===== config.mk =====
export PLATFORM = sky130hd
export DESIGN_NAME = tod_switch_ctrl_flat
export DESIGN_NICKNAME = d
export VERILOG_FILES = /design/src/rtl/tod_switch_ctrl_if.sv /design/src/rtl/tod_switch_ctrl.sv /design/src/flat_wrapper.sv
export SDC_FILE = /design/constraint.sdc
export NUM_CORES = 1
export LEC_CHECK = 0
export BUFFER_PORTS_ARGS = -buffer_cell sky130_fd_sc_hd__buf_2
export CAP_MARGIN = 20
export CORE_AREA = 4 4 223 225
export CTS_CLUSTER_SIZE = 8
export DETAILED_ROUTE_END_ITERATION = 7
export DIE_AREA = 0 0 227 229
export GPL_TIMING_DRIVEN = 1
export MAX_ROUTING_LAYER = met4
export RECOVER_POWER = 100
export SLEW_MARGIN = 20
export SYNTH_ARGS = -nofsm -noshare
export SYNTH_HDL_FRONTEND = slang
export SYNTH_SLANG_ARGS = --single-unit

===== constraint.sdc =====
create_clock -name clk -period 2.1 [get_ports clk]
set_input_delay 0.42 -clock clk [delete_from_list [all_inputs] [get_ports clk]]
set_output_delay 0.42 -clock clk [all_outputs]
set_load 0.005 [all_outputs]

===== src/rtl/tod_switch_ctrl_if.sv =====
// ---------------------------------------------------------------------------
// tod_switch_ctrl_if
//
// Purpose:
//   Bundles the ToD switchover signals into one interface. These are the
//   CSR-side switch handshake, the two ToD generator feeds and the muxed
//   ToD toward the E-tile MAC. Clock and reset are not part of it.
//
// Modports:
//   master - environment side. It drives the switch request and the
//            generator ToD/valid inputs, and observes the controller outputs.
//   slave  - controller side (tod_switch_ctrl).
//
// Signals:
//   sw_req, sw_target         : single-cycle switch request and its target
//                               (0 = 10G, 1 = 25G)
//   sw_busy, sw_done, sw_err  : switch status (busy level, done/err pulses)
//   sel                       : current ToD source select
//   tod10g_valid/tod25g_valid : generator locked/valid flags
//   tx/rx_tod10g, tx/rx_tod25g: generator ToD values (TOD_W bits)
//   tx/rx_tod_out             : registered, muxed ToD toward the MAC
//   tod_out_valid             : the ToD outputs are trustworthy
// ---------------------------------------------------------------------------
interface tod_switch_ctrl_if #(
    parameter int TOD_W = 96
);
    logic             sw_req;
    logic             sw_target;
    logic             sw_busy;
    logic             sw_done;
    logic             sw_err;
    logic             sel;
    logic             tod10g_valid;
    logic             tod25g_valid;
    logic [TOD_W-1:0] tx_tod10g;
    logic [TOD_W-1:0] rx_tod10g;
    logic [TOD_W-1:0] tx_tod25g;
    logic [TOD_W-1:0] rx_tod25g;
    logic [TOD_W-1:0] tx_tod_out;
    logic [TOD_W-1:0] rx_tod_out;
    logic             tod_out_valid;

    modport master (
        output sw_req,
        output sw_target,
        input  sw_busy,
        input  sw_done,
        input  sw_err,
        input  sel,
        output tod10g_valid,
        output tod25g_valid,
        output tx_tod10g,
        output rx_tod10g,
        output tx_tod25g,
        output rx_tod25g,
        input  tx_tod_out,
        input  rx_tod_out,
        input  tod_out_valid
    );

    modport slave (
        input  sw_req,
        input  sw_target,
        output sw_busy,
        output sw_done,
        output sw_err,
        output sel,
        input  tod10g_valid,
        input  tod25g_valid,
        input  tx_tod10g,
        input  rx_tod10g,
        input  tx_tod25g,
        input  rx_tod25g,
        output tx_tod_out,
        output rx_tod_out,
        output tod_out_valid
    );
endinterface


===== src/rtl/tod_switch_ctrl.sv =====
// ---------------------------------------------------------------------------
// tod_switch_ctrl
//
// Purpose:
//   Switches the E-tile PTP Time-of-Day source between the 10G and 25G ToD
//   generators without glitches during a runtime rate change. While IDLE,
//   the selected generator's TX/RX ToD and its valid flag are registered
//   toward the MAC with one cycle of latency. During a switch the ToD
//   outputs are frozen and tod_out_valid is held low. This way downstream
//   timestamping never sees a torn value or a value from an unsettled
//   generator.
//
//   Switch sequence:
//     IDLE -> QUIESCE (1 cycle) -> SETTLE (SETTLE_CYC cycles, sel already
//     moved) -> WAIT_VALID (until the new source is valid, or TIMEOUT_CYC
//     cycles) -> IDLE.
//   On timeout the select reverts to the previous source and sw_err pulses.
//   On success, or for a request that targets the current source, sw_done
//   pulses.
//
// Ports:
//   clk   : ToD/PTP clock; every register is on this clock
//   reset : synchronous, active-high reset
//   bus   : tod_switch_ctrl_if.slave (switch handshake, generator inputs,
//           muxed ToD outputs)
//
// Parameters:
//   TOD_W       : ToD width (48b s, 32b ns, 16b fractional ns)
//   SETTLE_CYC  : hold cycles after the select changes (>= 1)
//   TIMEOUT_CYC : maximum cycles to wait for the new source valid (>= 1)
//   RESET_SEL   : select value after reset (0 = 10G, 1 = 25G)
// ---------------------------------------------------------------------------
module tod_switch_ctrl #(
    parameter int   TOD_W       = 96,
    parameter int   SETTLE_CYC  = 16,
    parameter int   TIMEOUT_CYC = 1024,
    parameter logic RESET_SEL   = 1'b0
) (
    input  logic                 clk,
    input  logic                 reset,
    tod_switch_ctrl_if.slave     bus
);

    // Out-of-range parameters are clamped to 1 so the counters stay
    // well formed.
    localparam int SETTLE_EFF  = (SETTLE_CYC  < 1) ? 1 : SETTLE_CYC;
    localparam int TIMEOUT_EFF = (TIMEOUT_CYC < 1) ? 1 : TIMEOUT_CYC;

    // The +1 keeps the counters at least one bit wide, even for a count of 1.
    localparam int SCNT_W = $clog2(SETTLE_EFF + 1);
    localparam int TCNT_W = $clog2(TIMEOUT_EFF + 1);

    localparam logic [SCNT_W-1:0] SCNT_LAST = SCNT_W'(SETTLE_EFF - 1);
    localparam logic [TCNT_W-1:0] TCNT_LAST = TCNT_W'(TIMEOUT_EFF - 1);
    localparam logic [SCNT_W-1:0] SCNT_MAX  = {SCNT_W{1'b1}};
    localparam logic [TCNT_W-1:0] TCNT_MAX  = {TCNT_W{1'b1}};

    localparam logic [1:0] ST_IDLE       = 2'd0;
    localparam logic [1:0] ST_QUIESCE    = 2'd1;
    localparam logic [1:0] ST_SETTLE     = 2'd2;
    localparam logic [1:0] ST_WAIT_VALID = 2'd3;

    // -----------------------------------------------------------------------
    // Control registers
    // -----------------------------------------------------------------------
    logic [1:0]        r_state;
    logic              r_sel;
    logic              r_target;
    logic              r_prev_sel;
    logic [SCNT_W-1:0] r_settle_cnt;
    logic [TCNT_W-1:0] r_tmo_cnt;
    logic              r_done;
    logic              r_err;

    // -----------------------------------------------------------------------
    // Datapath registers
    // -----------------------------------------------------------------------
    logic [TOD_W-1:0]  r_tx_tod_out;
    logic [TOD_W-1:0]  r_rx_tod_out;
    logic              r_tod_out_valid;

    // -----------------------------------------------------------------------
    // Next-state wires
    // -----------------------------------------------------------------------
    logic [1:0]        w_state_next;
    logic              w_sel_next;
    logic              w_target_next;
    logic              w_prev_sel_next;
    logic [SCNT_W-1:0] w_settle_cnt_next;
    logic [TCNT_W-1:0] w_tmo_cnt_next;
    logic              w_done_next;
    logic              w_err_next;

    // Source currently chosen by sel. In WAIT_VALID, sel already equals the
    // latched target, so w_src_valid is also the new source's valid.
    logic [TOD_W-1:0]  w_src_tx;
    logic [TOD_W-1:0]  w_src_rx;
    logic              w_src_valid;

    assign w_src_valid = r_sel ? bus.tod25g_valid : bus.tod10g_valid;

    genvar gi;
    generate
        for (gi = 0; gi < TOD_W; gi++) begin : g_tod_mux
            assign w_src_tx[gi] = r_sel ? bus.tx_tod25g[gi] : bus.tx_tod10g[gi];
            assign w_src_rx[gi] = r_sel ? bus.rx_tod25g[gi] : bus.rx_tod10g[gi];
        end
    endgenerate

    // -----------------------------------------------------------------------
    // Switch sequencer (next-state logic)
    // -----------------------------------------------------------------------
    always_comb begin
        w_state_next      = r_state;
        w_sel_next        = r_sel;
        w_target_next     = r_target;
        w_prev_sel_next   = r_prev_sel;
        w_settle_cnt_next = r_settle_cnt;
        w_tmo_cnt_next    = r_tmo_cnt;
        w_done_next       = 1'b0;
        w_err_next        = 1'b0;

        case (r_state)
            ST_IDLE: begin
                // Requests are only accepted here. A request that arrives
                // while busy, or in the cycle that returns to IDLE, is
                // therefore dropped.
                if (bus.sw_req) begin
                    if (bus.sw_target == r_sel) begin
                        w_done_next = 1'b1;
                    end else begin
                        w_target_next   = bus.sw_target;
                        w_prev_sel_next = r_sel;
                        w_state_next    = ST_QUIESCE;
                    end
                end
            end

            ST_QUIESCE: begin
                // The ToD outputs are already frozen at this point, so moving
                // sel here cannot tear a value seen by the MAC.
                w_sel_next        = r_target;
                w_settle_cnt_next = '0;
                w_state_next      = ST_SETTLE;
            end

            ST_SETTLE: begin
                // Valid is deliberately ignored while settling.
                if (r_settle_cnt >= SCNT_LAST) begin
                    w_tmo_cnt_next = '0;
                    w_state_next   = ST_WAIT_VALID;
                end else if (r_settle_cnt != SCNT_MAX) begin
                    w_settle_cnt_next = r_settle_cnt + SCNT_W'(1);
                end
            end

            ST_WAIT_VALID: begin
                if (w_src_valid) begin
                    w_done_next  = 1'b1;
                    w_state_next = ST_IDLE;
                end else if (r_tmo_cnt >= TCNT_LAST) begin
                    // Fall back to the source that was running before.
                    w_sel_next   = r_prev_sel;
                    w_err_next   = 1'b1;
                    w_state_next = ST_IDLE;
                end else if (r_tmo_cnt != TCNT_MAX) begin
                    w_tmo_cnt_next = r_tmo_cnt + TCNT_W'(1);
                end
            end

            default: begin
                w_state_next = ST_IDLE;
            end
        endcase
    end

    // -----------------------------------------------------------------------
    // Sequencer registers
    // -----------------------------------------------------------------------
    always_ff @(posedge clk) begin
        if (reset) begin
            r_state      <= ST_IDLE;
            r_sel        <= RESET_SEL;
            r_target     <= RESET_SEL;
            r_prev_sel   <= RESET_SEL;
            r_settle_cnt <= '0;
            r_tmo_cnt    <= '0;
            r_done       <= 1'b0;
            r_err        <= 1'b0;
        end else begin
            r_state      <= w_state_next;
            r_sel        <= w_sel_next;
            r_target     <= w_target_next;
            r_prev_sel   <= w_prev_sel_next;
            r_settle_cnt <= w_settle_cnt_next;
            r_tmo_cnt    <= w_tmo_cnt_next;
            r_done       <= w_done_next;
            r_err        <= w_err_next;
        end
    end

    // -----------------------------------------------------------------------
    // ToD datapath: tracks the selected source only while IDLE. In every
    // other state it holds the last ToD and reports it as not valid.
    // -----------------------------------------------------------------------
    always_ff @(posedge clk) begin
        if (reset) begin
            r_tx_tod_out    <= '0;
            r_rx_tod_out    <= '0;
            r_tod_out_valid <= 1'b0;
        end else if (r_state == ST_IDLE) begin
            r_tx_tod_out    <= w_src_tx;
            r_rx_tod_out    <= w_src_rx;
            r_tod_out_valid <= w_src_valid;
        end else begin
            r_tod_out_valid <= 1'b0;
        end
    end

    // -----------------------------------------------------------------------
    // Outputs
    // -----------------------------------------------------------------------
    assign bus.sw_busy       = (r_state != ST_IDLE);
    assign bus.sw_done       = r_done;
    assign bus.sw_err        = r_err;
    assign bus.sel           = r_sel;
    assign bus.tx_tod_out    = r_tx_tod_out;
    assign bus.rx_tod_out    = r_rx_tod_out;
    assign bus.tod_out_valid = r_tod_out_valid;

endmodule


===== src/flat_wrapper.sv =====
// flat-port wrapper written by rule: the top's interface ports become plain ports
module tod_switch_ctrl_flat 
#(
    parameter int   TOD_W       = 96,
    parameter int   SETTLE_CYC  = 16,
    parameter int   TIMEOUT_CYC = 1024,
    parameter logic RESET_SEL   = 1'b0
)
  (clk, reset, bus_sw_req, bus_sw_target, bus_sw_busy, bus_sw_done, bus_sw_err, bus_sel, bus_tod10g_valid, bus_tod25g_valid, bus_tx_tod10g, bus_rx_tod10g, bus_tx_tod25g, bus_rx_tod25g, bus_tx_tod_out, bus_rx_tod_out, bus_tod_out_valid);
  tod_switch_ctrl_if #(.TOD_W(TOD_W)) bus_i ();
  input  logic clk;
  input  logic reset;
  input wire logic [$bits(bus_i.sw_req)-1:0] bus_sw_req;
  input wire logic [$bits(bus_i.sw_target)-1:0] bus_sw_target;
  output wire logic [$bits(bus_i.sw_busy)-1:0] bus_sw_busy;
  output wire logic [$bits(bus_i.sw_done)-1:0] bus_sw_done;
  output wire logic [$bits(bus_i.sw_err)-1:0] bus_sw_err;
  output wire logic [$bits(bus_i.sel)-1:0] bus_sel;
  input wire logic [$bits(bus_i.tod10g_valid)-1:0] bus_tod10g_valid;
  input wire logic [$bits(bus_i.tod25g_valid)-1:0] bus_tod25g_valid;
  input wire logic [$bits(bus_i.tx_tod10g)-1:0] bus_tx_tod10g;
  input wire logic [$bits(bus_i.rx_tod10g)-1:0] bus_rx_tod10g;
  input wire logic [$bits(bus_i.tx_tod25g)-1:0] bus_tx_tod25g;
  input wire logic [$bits(bus_i.rx_tod25g)-1:0] bus_rx_tod25g;
  output wire logic [$bits(bus_i.tx_tod_out)-1:0] bus_tx_tod_out;
  output wire logic [$bits(bus_i.rx_tod_out)-1:0] bus_rx_tod_out;
  output wire logic [$bits(bus_i.tod_out_valid)-1:0] bus_tod_out_valid;
  assign bus_i.sw_req = bus_sw_req;
  assign bus_i.sw_target = bus_sw_target;
  assign bus_sw_busy = bus_i.sw_busy;
  assign bus_sw_done = bus_i.sw_done;
  assign bus_sw_err = bus_i.sw_err;
  assign bus_sel = bus_i.sel;
  assign bus_i.tod10g_valid = bus_tod10g_valid;
  assign bus_i.tod25g_valid = bus_tod25g_valid;
  assign bus_i.tx_tod10g = bus_tx_tod10g;
  assign bus_i.rx_tod10g = bus_rx_tod10g;
  assign bus_i.tx_tod25g = bus_tx_tod25g;
  assign bus_i.rx_tod25g = bus_rx_tod25g;
  assign bus_tx_tod_out = bus_i.tx_tod_out;
  assign bus_rx_tod_out = bus_i.rx_tod_out;
  assign bus_tod_out_valid = bus_i.tod_out_valid;
  tod_switch_ctrl #(.TOD_W(TOD_W), .SETTLE_CYC(SETTLE_CYC), .TIMEOUT_CYC(TIMEOUT_CYC), .RESET_SEL(RESET_SEL)) u_core (.clk(clk), .reset(reset), .bus(bus_i));
endmodule

==> results of run 1 <==
## stage by stage
step	cells	instance area (um2)	util	setup TNS (ns)
2_1_floorplan	1013	9640	-	0
3_3_place_gp	2165	13400	0.282	-0.00613
3_5_place_dp	2165	13400	0.282	-0.0925
4_1_cts	2202	14300	0.300	0
5_1_grt	2203	14000	0.295	0
6_report	2203	14000	0.295	0
## synthesized netlist by cell type, drive strengths merged (4+ instances only)
master | n | area share
mux2i | 194 | 0.20
nand2 | 11 | 0.0043
o21ai | 10 | 0.0052
ha | 8 | 0.010
nor2 | 202 | 0.079
inv | 10 | 0.0039
or3 | 5 | 0.0032
clkbuf | 64 | 0.025
nand4 | 4 | 0.0026
nand3 | 7 | 0.0036
a21oi | 13 | 0.0071
and3 | 6 | 0.0045
buf | 29 | 0.015
dfxtp | 216 | 0.45
o31ai | 7 | 0.0055
a211oi | 197 | 0.16
## report_power, final
group / switching, mW / leakage, nW / internal (mW)
registers: 1.02 / 1.80 / 5.95
clock network: 1.71 / 0.403 / 2.64
logic: 4.98 / 3.53 / 3.71
total: 7.71 / 5.73 / 12.3
## sequential cells by signal, summed over array words and instances, names as in the netlist
signal and cells:
u_core.r_state 2, u_core.r_prev_sel 1, u_core.r_target 1, u_core.bus.tod_out_valid 1, u_core.r_settle_cnt 5, u_core.bus.tx_tod_out 96
u_core.r_tmo_cnt 11, u_core.bus.rx_tod_out 96, u_core.bus.sw_err 1, u_core.bus.sel 1, u_core.bus.sw_done 1
## logic make-up (layout without fill, tap and decap cells)
| family | Yosys count | in the layout |
|---|---|---|
| XOR/XNOR | 1 | 1 |
| AO/OA/AOI/OAI | 244 | 244 |
| other | 0 | 1 |
| flip-flops | 216 | 216 |
| adder cells (fa/ha/maj) | 8 | 8 |
| multiplexers | 194 | 194 |
| buffers and inverters | 103 | 677 |
| AND/OR/NAND/NOR | 247 | 247 |
## worst max-delay path, cell delays in order, from the launching register on
cell and delay (ns):
dfxtp_2 0.35, ha_4 0.13, and3_4 0.19, ha_4 0.13, nor2_2 0.04, and3_4 0.15
or3_4 0.33, or3_4 0.38, o311ai_2 0.21
## metal layers
| layer | vias up | GRT usage | part of all wire |
|---|---|---|---|
| met5 | - | - | 0 |
| met4 | 0 | 0.0376 | 0.029 |
| met3 | 54 | 0.0223 | 0.064 |
| met2 | 348 | 0.215 | 0.50 |
| met1 | 4316 | 0.144 | 0.41 |
| li1 | 4842 | - | - |
## repair_timing
action                     in CTS  in global routing
setup endpoints to repair       4                 12
pin swaps                       8                  2
gates resized for setup        10                  6
setup buffers                   1                  0
## area by class of cell
class                           instances  area [um2]  share of cell area
Timing Repair Buffer                  631        3110               0.221
Clock buffer                           35         811              0.0578
Sequential cell                       216        4330               0.309
Antenna cell                            1        2.50            0.000178
Clock inverter                          1        5.00            0.000357
Multi-Input combinational cell        694        4960               0.354
Inverter                               10        37.5             0.00268
Tap cell                              615         769              0.0549
## how the worst max path moves through the flow
stage	startpoint	endpoint	slack, ns
after floorplan	u_core.r_settle_cnt[1]$_SDFFE_PP0P_	u_core.r_tmo_cnt[7]$_SDFFE_PP0P_	0.01
after global placement	u_core.r_settle_cnt[0]$_SDFFE_PP0P_	u_core.r_settle_cnt[4]$_SDFFE_PP0P_	-0.006
after detailed placement	u_core.r_settle_cnt[0]$_SDFFE_PP0P_	u_core.r_settle_cnt[4]$_SDFFE_PP0P_	-0.06
after CTS	u_core.r_settle_cnt[1]$_SDFFE_PP0P_	u_core.r_tmo_cnt[7]$_SDFFE_PP0P_	0.01
after global routing	u_core.r_settle_cnt[1]$_SDFFE_PP0P_	u_core.r_settle_cnt[4]$_SDFFE_PP0P_	0.008
final	u_core.r_settle_cnt[1]$_SDFFE_PP0P_	u_core.r_tmo_cnt[7]$_SDFFE_PP0P_	0.09
## cell usage in the layout, fill, tap and decap left out, types with 3 or more instances in the layout
cell       instances
buf_2            415
dfxtp_1          213
nor2_1           199
a211oi_1         195
mux2i_1          194
clkbuf_1         177
clkbuf_16         31
buf_4             27
a21oi_1           12
nand2_1           11
inv_1              9
o21ai_0            9
nand3_1            7
o31ai_1            7
ha_1               5
buf_12             5
nand4_1            4
buf_6              4
clkbuf_2           4
nor2b_1            3
and3_1             3
nor2_2             3
or3_4              3
a31oi_1            3
o211ai_1           3
ha_4               3
==> flow_summary.ini, run 1 <==
[run_status]
status = finished, final reports clean

[power_and_ir_drop]
p_leak_nw = 5.73
total_power_mw = 20.0
ir_drop_v = 0.000672
powerDensity_nw_per_um2 = 1430

[clocking]
tritoncts = yes
clk_pin_slew_ns = 0.05
numCtsBuffers = 31
clock_latency_ns = 0.55
cts_sinks = 216
htreeDepth = 1
cts_buffer_depth = 3
cts_root_buf = clkbuf_16
holdBufCountCts = 0

[drt]
drtAntennaViolNets = 0
via_per_inst = 4.34
drc = 0
drtIter0Drc = 265
wl_um = 34000
dr.pass1.iters = 4
wl_per_cell_um = 15.4
vias = 9560

[yosys]
synthCells = 1013
synth_xor_area_frac = 0.000909
synth-seq-area-share = 0.449
yosys.area_share.simple = 0.106
syn_area_um2 = 9640
synthAdderAreaFrac = 0.0104
synth_edf_count = 0
avgSynthCellArea_um2 = 9.51
synth-main-ff-cell = dfxtp_1
synth_fp_nets = 1411
ys_types = 47
async_reset_ff_frac = 0
ys_seq_elements = 216
synth-compound-area-share = 0.189
yosysWarnings = 0
synth_top_family_by_area = multiplexers
synth.area.mux_share = 0.202

[global_route]
grt_pass1_vias = 9560
grt_max_degree = 124
antenna_found_initial = 1
grt_pass1_wl_um = 51000
grt_use_total = 0.123
grt_overflow = 0

[sta]
rsz0062_at_grt = false
min_period_ns = 2.01
tightestPinTransition_ns = 1.06
period_share = 0.956
hold_ws_ns = 0.209
layout_setup_ws_ns = 0.0918
fmax_mhz = 498
setup_viol = 0
slew_headroom = 0.293
hold_viol_final = 0
final.setup_skew_ns = 0.0104
drv_slew = 0

[floorplanning]
die_w_um = 227
core_area_um2 = 47500
start_util = 0.203
die_area_um2 = 52000
placementRows = 80
ios = 587
die_y_um = 229

[layout]
nFillCells = 5057
area_growth_pct = 45.5
drive_above_1_share = 0.323
final_nets = 1982

[min_path]
worstHoldEndpoint = u_core.bus.tx_tod_out[48]$_SDFFE_PP0P_
hold_depth = 3
worstHoldStart = bus_tx_tod10g[48]
hp-class = in -> reg

[critical_path]
reg2reg_depth = 8
cp-end-kind = flop
cp-start-kind = flop
r2r-start = u_core.r_settle_cnt[1]$_SDFFE_PP0P_
r2r_setup_slack_ns = 0.09
worstPathRequired_ns = 2.56
r2r_end = u_core.r_tmo_cnt[7]$_SDFFE_PP0P_
critPathKind = reg -> reg
crit_arrival_ns = 2.47
cp_max_fo = 3

[flow_run]
drv_cap = 0

[placed_design]
dp_hpwl_um = 26300
gp_congestion = 0.911
post-place-ws_ns = -0.0636
io_buffers = 586
No activity file was read; power rests on OpenSTA's default activity.
==> run 2: changes to the inputs <==
==> constraint.sdc (replaced) <==
create_clock -name clk -period 1.8 [get_ports clk]
set_input_delay 0.45 -clock clk [delete_from_list [all_inputs] [get_ports clk]]
set_output_delay 0.45 -clock clk [all_outputs]
set_load 0.005 [all_outputs]
==> run 2 against run 1 <==
  * The flow now finishes with violations (negative setup slack)
  * Non-clock buffer count is 47 higher
  * Final cell count increased by 2.1%
  * Clock power increased by 17%
  * Clock skew hardly changed
  * Fmax rose by 1.7%
  * Register-to-register slack worse by 0.27 ns
  * Flip-flop and latch count unchanged
  * Design area increased by 4.5%
  * Routed wire length is 0.76% higher
  * Hold slack gained 0.023 ns
  * Global-route usage shrank 0.16 points
  * Sequential share of layout area shrank 1.3 points
==> flow_summary.ini, run 2 (synthesized netlist as in run 1, its figures left out) <==
[clocking]
tritoncts = yes
numCtsBuffers = 31
htreeDepth = 1
clock_latency_ns = 0.55
clk_pin_slew_ns = 0.05
cts_sinks = 216
holdBufCountCts = 0
cts_buffer_depth = 3
cts_root_buf = clkbuf_16

[sta]
final.setup_skew_ns = 0.0102
period_share = 1.10
fmax_mhz = 506
min_period_ns = 1.97
hold_viol_final = 0
setup_viol = 33
drv_slew = 0
rsz0062_at_grt = true
hold_ws_ns = 0.232
layout_setup_ws_ns = -0.175
slew_headroom = 0.715
tightestPinTransition_ns = 0.428

[layout]
final_common_cell = buf_2
fin_cells = 2250
drive_above_1_share = 0.359
final_area_um2 = 14700
final_cell_mix = buf_2, dfxtp_1, nor2_1
area_growth_pct = 52.1
antenna_cells = 0
final_nets = 2029

[placed_design]
placed_area_um2 = 13800
post-place-ws_ns = -0.198
placed_cells = 2203
io_buffers = 586
gp_congestion = 0.906
dp_hpwl_um = 26300

[global_route]
grt_pass1_wl_um = 50700
grt_overflow = 0
grt_pass1_vias = 9690
grt_max_degree = 77
antenna_found_initial = 0
grt_use_total = 0.122

[power_and_ir_drop]
p_leak_nw = 6.03
p_clk_frac = 0.210
powerDensity_nw_per_um2 = 1650
ir_drop_v = 0.000782
swShare = 0.382
seqPwrFrac = 0.334
cell_internal_pwr_mw = 15.0
p_switching_mw = 9.26
power_frac_comb = 0.456

[critical_path]
crit_arrival_ns = 2.46
critPathKind = reg -> reg
cp_max_fo = 3
cp-end-kind = flop
r2r_setup_slack_ns = -0.17
cp-start-kind = flop
worstPathRequired_ns = 2.28

[drt]
dr_wl_met3_um = 2090
wl_met1_um = 14000
wl_per_cell_um = 15.2
drc = 0
drtAntennaViolNets = 0
wl_met2_um = 17200
via_per_inst = 4.35
routed.top_layer = met4
wl_um = 34200
dr.pass1.iters = 4
drtIter0Drc = 281
vias = 9782

[floorplanning]
placementRows = 80
die_area_um2 = 52000
ios = 587
core_area_um2 = 47500
start_util = 0.203
die_w_um = 227
die_y_um = 229

[min_path]
hp-class = in -> reg

[run_status]
status = finished, violations left
violations = negative setup slack

[flow_run]
drv_cap = 0
-- run 2: metrics by stage --
step	util	power (mW)	TNS (ns)
2_1_floorplan	-	14.4	-0.403
3_3_place_gp	0.290	19.2	-0.663
3_5_place_dp	0.290	19.4	-1.35
4_1_cts	0.310	24.7	-0.706
5_1_grt	0.308	26.0	-13.16
6_report	0.308	24.3	-1.20
-- run 2: path summary, 6_finish.rpt --
check,from,to,cells past startpoint
max reg2reg,u_core.r_settle_cnt[1]$_SDFFE_PP0P_,u_core.r_tmo_cnt[5]$_SDFFE_PP0P_,9
min,bus_rx_tod10g[73],u_core.bus.rx_tod_out[73]$_SDFFE_PP0P_,3
min reg2reg,u_core.r_tmo_cnt[10]$_SDFFE_PP0P_,u_core.r_tmo_cnt[10]$_SDFFE_PP0P_,1
max,u_core.r_settle_cnt[1]$_SDFFE_PP0P_,u_core.r_tmo_cnt[5]$_SDFFE_PP0P_,9
-- run 2: power groups by stage --
stage | registers [mW] | clock network (mW) | logic, mW
floorplan | 8.22 | 0 | 6.15
CTS | 8.03 | 5.32 | 11.4
global placement | 8.05 | 0 | 11.1
finish | 8.10 | 5.10 | 11.1
detailed placement | 8.06 | 0 | 11.3
global route | 8.37 | 5.52 | 12.1
-- run 2: per-layer routing --
layer / GRT usage / up-vias
met3: 0.0211 / 52
met2: 0.214 / 334
met4: 0.0325 / 0
met1: 0.143 / 4460
li1: - / 4936
met5: - / -
-- run 2: layout make-up --
| class | instances | area [um2] |
|---|---|---|
| multi-input cells | 694 | 5060 |
| flip-flops and latches | 216 | 4340 |
| clock buffers | 35 | 811 |
| inverters | 10 | 40.0 |
| repair buffers | 678 | 3620 |
| clock inverters | 2 | 13.8 |
| well taps | 615 | 769 |
| fillers | 4989 | 32900 |
-- run 2: worst max-delay path, stage by stage, from the launching register on --
cell and delay (ns):
dfxtp_2 0.35, ha_4 0.14, and3_4 0.18, ha_4 0.13, nor2_2 0.04, and3_4 0.16
or3_4 0.33, or3_4 0.35, buf_4 0.14, o21ai_2 0.10
-- run 2: what timing repair did --
item,4_1_cts,5_1_grt
setup buffers,5,4
cloned,0,3
pin swaps,13,17
setup endpoints to repair,13,26
gates resized for setup,17,33
